==> src/rtl/layer_sequencer.sv <==
// layer_sequencer
// Runs one inference through a chain of NUM_LAYERS dense layers. For each layer
// it pulses that layer's start, waits for a rising edge on its done level, and
// then pulses the capture enable of the layer's output register. It also reports
// completion, total latency and per-layer timeouts. This block has no datapath.
//
// Ports
//   i_clk           clock; all state changes on the rising edge
//   i_rst           asynchronous, active-high reset (returns to IDLE)
//   i_start         request one inference (accepted in IDLE or ERROR)
//   i_abort         cancel the current run (back to IDLE)
//   i_layer_done    per-layer completion levels
//   o_layer_start   one-hot, one-cycle start pulse for the current layer
//   o_capture       one-hot, one-cycle load enable for the current layer's output
//   o_current_layer index of the layer in progress (held while in ERROR)
//   o_busy          high in LAUNCH, WAIT, CAPTURE and FINISH
//   o_done          one-cycle pulse at the end of a successful run
//   o_error         high while in ERROR (layer timeout)
//   o_cycle_count   latency of the last or current run, saturating
module layer_sequencer #(
    parameter int NUM_LAYERS     = 3,
    parameter int TIMEOUT_CYCLES = 1024,
    localparam int CL_W          = (NUM_LAYERS > 1) ? $clog2(NUM_LAYERS) : 1
) (
    input  logic                  i_clk,
    input  logic                  i_rst,
    input  logic                  i_start,
    input  logic                  i_abort,
    input  logic [NUM_LAYERS-1:0] i_layer_done,
    output logic [NUM_LAYERS-1:0] o_layer_start,
    output logic [NUM_LAYERS-1:0] o_capture,
    output logic [CL_W-1:0]       o_current_layer,
    output logic                  o_busy,
    output logic                  o_done,
    output logic                  o_error,
    output logic [31:0]           o_cycle_count
);

    localparam int WAIT_W = $clog2(TIMEOUT_CYCLES);

    typedef enum logic [2:0] {
        S_IDLE,
        S_LAUNCH,
        S_WAIT,
        S_CAPTURE,
        S_FINISH,
        S_ERROR
    } state_t;

    state_t                r_state;
    logic [CL_W-1:0]       r_cur_layer;
    logic [WAIT_W-1:0]     r_wait_cnt;
    logic                  r_done_prev;
    logic [31:0]           r_cycle_count;
    logic [NUM_LAYERS-1:0] r_layer_start;
    logic [NUM_LAYERS-1:0] r_capture;
    logic                  r_busy;
    logic                  r_done;
    logic                  r_error;

    function automatic logic [NUM_LAYERS-1:0] f_onehot(input logic [CL_W-1:0] idx);
        logic [NUM_LAYERS-1:0] v;
        v      = '0;
        v[idx] = 1'b1;
        return v;
    endfunction

    // Outputs are registered alongside the state: each pulse is set on the
    // transition into the state that owns it and cleared by the default below.
    always_ff @(posedge i_clk or posedge i_rst) begin
        if (i_rst) begin
            r_state       <= S_IDLE;
            r_cur_layer   <= '0;
            r_wait_cnt    <= '0;
            r_done_prev   <= 1'b0;
            r_cycle_count <= '0;
            r_layer_start <= '0;
            r_capture     <= '0;
            r_busy        <= 1'b0;
            r_done        <= 1'b0;
            r_error       <= 1'b0;
        end else begin
            // Edge detector for the selected layer's done level. Because it
            // samples during LAUNCH, a level already high at launch is stale.
            r_done_prev   <= i_layer_done[r_cur_layer];
            r_layer_start <= '0;
            r_capture     <= '0;
            r_done        <= 1'b0;

            if (i_abort && r_state != S_IDLE) begin
                // Abort wins over everything; the latency counter is frozen.
                r_state     <= S_IDLE;
                r_cur_layer <= '0;
                r_busy      <= 1'b0;
                r_error     <= 1'b0;
            end else begin
                if ((r_state == S_LAUNCH || r_state == S_WAIT || r_state == S_CAPTURE)
                    && r_cycle_count != '1)
                    r_cycle_count <= r_cycle_count + 32'd1;

                case (r_state)
                    S_IDLE, S_ERROR: begin
                        if (i_start && !i_abort) begin
                            r_state       <= S_LAUNCH;
                            r_cur_layer   <= '0;
                            r_cycle_count <= '0;
                            r_error       <= 1'b0;
                            r_busy        <= 1'b1;
                            r_layer_start <= f_onehot('0);
                        end
                    end
                    S_LAUNCH: begin
                        r_state    <= S_WAIT;
                        r_wait_cnt <= '0;
                    end
                    S_WAIT: begin
                        // A done edge beats the timeout in the same cycle.
                        if (i_layer_done[r_cur_layer] && !r_done_prev) begin
                            r_state   <= S_CAPTURE;
                            r_capture <= f_onehot(r_cur_layer);
                        end else if (r_wait_cnt == WAIT_W'(TIMEOUT_CYCLES - 1)) begin
                            r_state <= S_ERROR;
                            r_busy  <= 1'b0;
                            r_error <= 1'b1;
                        end else begin
                            r_wait_cnt <= r_wait_cnt + WAIT_W'(1);
                        end
                    end
                    S_CAPTURE: begin
                        if (r_cur_layer == CL_W'(NUM_LAYERS - 1)) begin
                            r_state <= S_FINISH;
                            r_done  <= 1'b1;
                        end else begin
                            r_state       <= S_LAUNCH;
                            r_cur_layer   <= r_cur_layer + CL_W'(1);
                            r_layer_start <= f_onehot(r_cur_layer + CL_W'(1));
                        end
                    end
                    S_FINISH: begin
                        r_state     <= S_IDLE;
                        r_busy      <= 1'b0;
                        r_cur_layer <= '0;
                    end
                    default: begin
                        r_state <= S_IDLE;
                        r_busy  <= 1'b0;
                    end
                endcase
            end
        end
    end

    assign o_layer_start   = r_layer_start;
    assign o_capture       = r_capture;
    assign o_current_layer = r_cur_layer;
    assign o_busy          = r_busy;
    assign o_done          = r_done;
    assign o_error         = r_error;
    assign o_cycle_count   = r_cycle_count;

endmodule
==> config.mk <==
export PLATFORM = sky130hd
export DESIGN_NAME = layer_sequencer
export DESIGN_NICKNAME = d
export VERILOG_FILES = /design/src/rtl/layer_sequencer.sv
export SDC_FILE = /design/constraint.sdc
export NUM_CORES = 1
export LEC_CHECK = 0
export BUFFER_PORTS_ARGS = -buffer_cell sky130_fd_sc_hd__buf_2
export CORE_ASPECT_RATIO = 1.1
export CORE_MARGIN = 4
export CORE_UTILIZATION = 54
export DETAILED_ROUTE_END_ITERATION = 10
export PLACE_DENSITY = 0.76
export SYNTH_ARGS = -nofsm -noshare
export SYNTH_HDL_FRONTEND = slang
export SYNTH_SLANG_ARGS = --single-unit
==> constraint.sdc <==
create_clock -name i_clk -period 2.8 [get_ports i_clk]
set_input_delay 0.14 -clock i_clk [delete_from_list [all_inputs] [get_ports i_clk]]
set_output_delay 0.14 -clock i_clk [all_outputs]
set_load 0.05 [all_outputs]
==> impl_metrics.yaml <==
cts:
  numCtsBuffers: 9
  cts_root_buffer: "clkbuf_8"
  cts.clk_slew.worst_paths_ps: 70
  post-cts-setup-buffers: 0
  postCtsHoldBufs: 1
  clockBufferDepth: 2
  cts_tree: "yes"
  h-tree-depth: 3
  clock_latency_ps: 340
  clkSinkCount: 57
  cts_resized: 0
yosys:
  ys_seq_elements: 57
  yosys-top-cells-count: "57 x dfrtp_1, 42 x nand2_1, 27 x a21oi_1"
  syn_inst: 356
  async_reset_ff_share_pct: 100
  synthFlopType: "dfrtp_1"
  synth_nets: 371
  yosysTopAreaCell: "dfrtp_1"
  syn-cell-area_um2: 3340
  netlist-cell-type-count: 53
  synth.most_common_cell: "dfrtp_1"
  synth.top_cells.by_area: "dfrtp_1 43%, nand2_1 4.7%, a21oi_1 4.0%"
  synth.top_cell.area_share_pct: 42.7
  synth_edf_count: 0
  synth_warnings: 0
  syn_avg_cell_area_um2: 9.37
  synth_seq_area_share_pct: 42.7
routing:
  vias: 3012
  first_pass_iters: 5
  avgRoutedWirePerCell_um: 16.5
  drc_errors: 0
  drtIter0Drc: 181
  wl_um: 8050
  viasPerCell: 6.16
  ant_nets: 0
timing:
  rsz0062_at_grt: "false"
  fin_skew_ps: 5.92
  fin_crit_ps: 2340
  setup-violations-final: 0
  max_freq_mhz: 427
  post-route-period-util_pct: 83.7
  setup_tns_ps: 0
  slew_headroom_pct: 49.1
  tightest_slew_ps: 760
  final_hold_viol_count: 0
  finalMaxSlewViolations: 0
setup_path:
  cp-end-kind: "flop"
  r2r_start: "o_cycle_count[0]"
  path_class: "reg -> reg"
  crit_required_ps: 3060
  worst_ep_arrival_time_ps: 2600
  crit_start: "o_cycle_count[0]"
  start_kind: "flop"
  worst-path-max-fanout: 9
floorplan:
  die_x_um: 83.0
  coreArea_um2: 5880
  die-area_um2: 7500
  die_height_um: 90.4
  start_util_pct: 56.8
  fp-row-count: 29
  ios: 50
hold_path:
  worstHoldStart: "i_layer_done[1]"
  holdCritPathClass: "in -> reg"
final_layout:
  nets: 423
  final_util_pct: 65.9
  seqCellArea_um2: 1430
  multi_input_area_um2: 1790
  antenna_cells: 0
  drive_gt1_share_pct: 21.1
  syn2layout_area_growth_pct: 16.2
  nFillCells: 491
power:
  power_density_nw_per_um2: 536
  ir_worst_vdd_mv: 0.406
  leakage_uw: 0.00179
global_route:
  grt_max_degree: 38
  gr-total-overflow: 0
  grt_pass1_wl_um: 13600
  antenna_found_initial: 0
  grtUsageTotal_pct: 22.1
  grt_pass1_vias: 2854
placed_design:
  place_hpwl_um: 5690
  port_buffers: 49
  place.gp.congestion: 0.848
job:
  drv_cap: 0
outcome:
  status: "complete, no violations"
[layer usage]
metal / routed length (µm) / GRT usage (%) / part of all wire (%)
met1: 3390 / 27.4 / 42
met2: 4190 / 37.4 / 52
met3: 352 / 5.57 / 4.4
met4: 119 / 7.36 / 1.5
met5: 0 / 0 / 0
[flip-flops by register name, indices dropped and copies added (netlist names)]
register         cells
o_current_layer      2
o_busy               1
o_layer_start        3
r_done_prev          1
r_wait_cnt          10
o_cycle_count       32
o_done               1
o_error              1
r_state              3
o_capture            3
[cell families (layout without fill, tap and decap cells)]
kind of cell / count (synthesis) / after routing / share of synthesized area (%)
AOI/OAI and AO/OA: 81 / 81 / 15.8
xor gates and xnor gates: 2 / 2 / 0.525
adders and majority gates: 8 / 8 / 3.00
buffers and inverters: 24 / 80 / 3.64
DFF: 57 / 57 / 42.7
muxes: 12 / 12 / 3.60
and+or+nand+nor: 172 / 172 / 30.7
[critical path, cell delays in order, from the launching register on]
cell and delay [ps]:
dfrtp_1 420, ha_1 210, nand4_1 170, or2_2 380
nor4_4 530, buf_4 240, or3_1 130, mux2i_1 190
[path summary, 6_finish.rpt]
kind	endpoint	slack (ps)	depth (start not counted)
worst max-delay path	o_cycle_count[29]	460	7
worst min-delay path	r_done_prev	130	3
worst max register to register	o_cycle_count[29]	460	7
worst min register to register	o_cycle_count[6]	500	1
max in group asynchronous	o_cycle_count[12]	1610	4
min in group asynchronous	o_capture[0]	370	3
[where the power goes]
group	total, µW	leakage (µW)	internal (µW)	switching, µW
clock	899	0.000116	570	329
combinational	266	0.000891	79.1	187
sequential	912	0.000786	860	52.3
total	2080	0.00179	1510	568
[cells in the final DEF, fill, tap and decap left out, types with 2 or more instances in the layout]
cell       count
a21boi_0       2
a21oi_1       27
a31oi_1        3
a41oi_1        2
and2_1         4
and3_1        10
and4_1         7
buf_2         49
buf_4          5
bufinv_16      2
clkbuf_8      12
dfrtp_1       57
ha_1           8
inv_1          9
mux2i_1       12
nand2_1       42
nand2b_1       5
nand3_1       20
nand4_1       11
nor2_1        12
nor2b_1        3
nor3_1         8
nor4_4         2
o211a_1        2
o211ai_1       4
o21ai_0       11
o21ai_1        2
o22ai_1        2
o311ai_0       2
o31ai_1       15
o32a_1         2
o32ai_1        2
or2_2          6
or3_1         13
or4_1         17
[area by class of cell]
type / count / area share, %
clock inverters: 2 / 1.55
inverters: 10 / 0.968
well taps: 77 / 2.49
multi-input cells: 275 / 46.3
flip-flops and latches: 57 / 36.8
clock buffers: 13 / 4.36
repair buffers: 55 / 7.55
[stage by stage]
| step | cells | setup slack, ps | hold slack (ps) | total power (µW) | instance area [µm²] |
|---|---|---|---|---|---|
| after detailed placement | 473 | 486 | 167 | 1190 | 3640 |
| final | 489 | 457 | 126 | 2080 | 3880 |
| after global placement | 473 | 561 | 166 | 1180 | 3640 |
| after global routing | 489 | 270 | 113 | 2160 | 3880 |
| after floorplan | 356 | 379 | 336 | 1120 | 3340 |
| after CTS | 489 | 465 | 110 | 2090 | 3880 |
(Power assumes the default switching activity.)
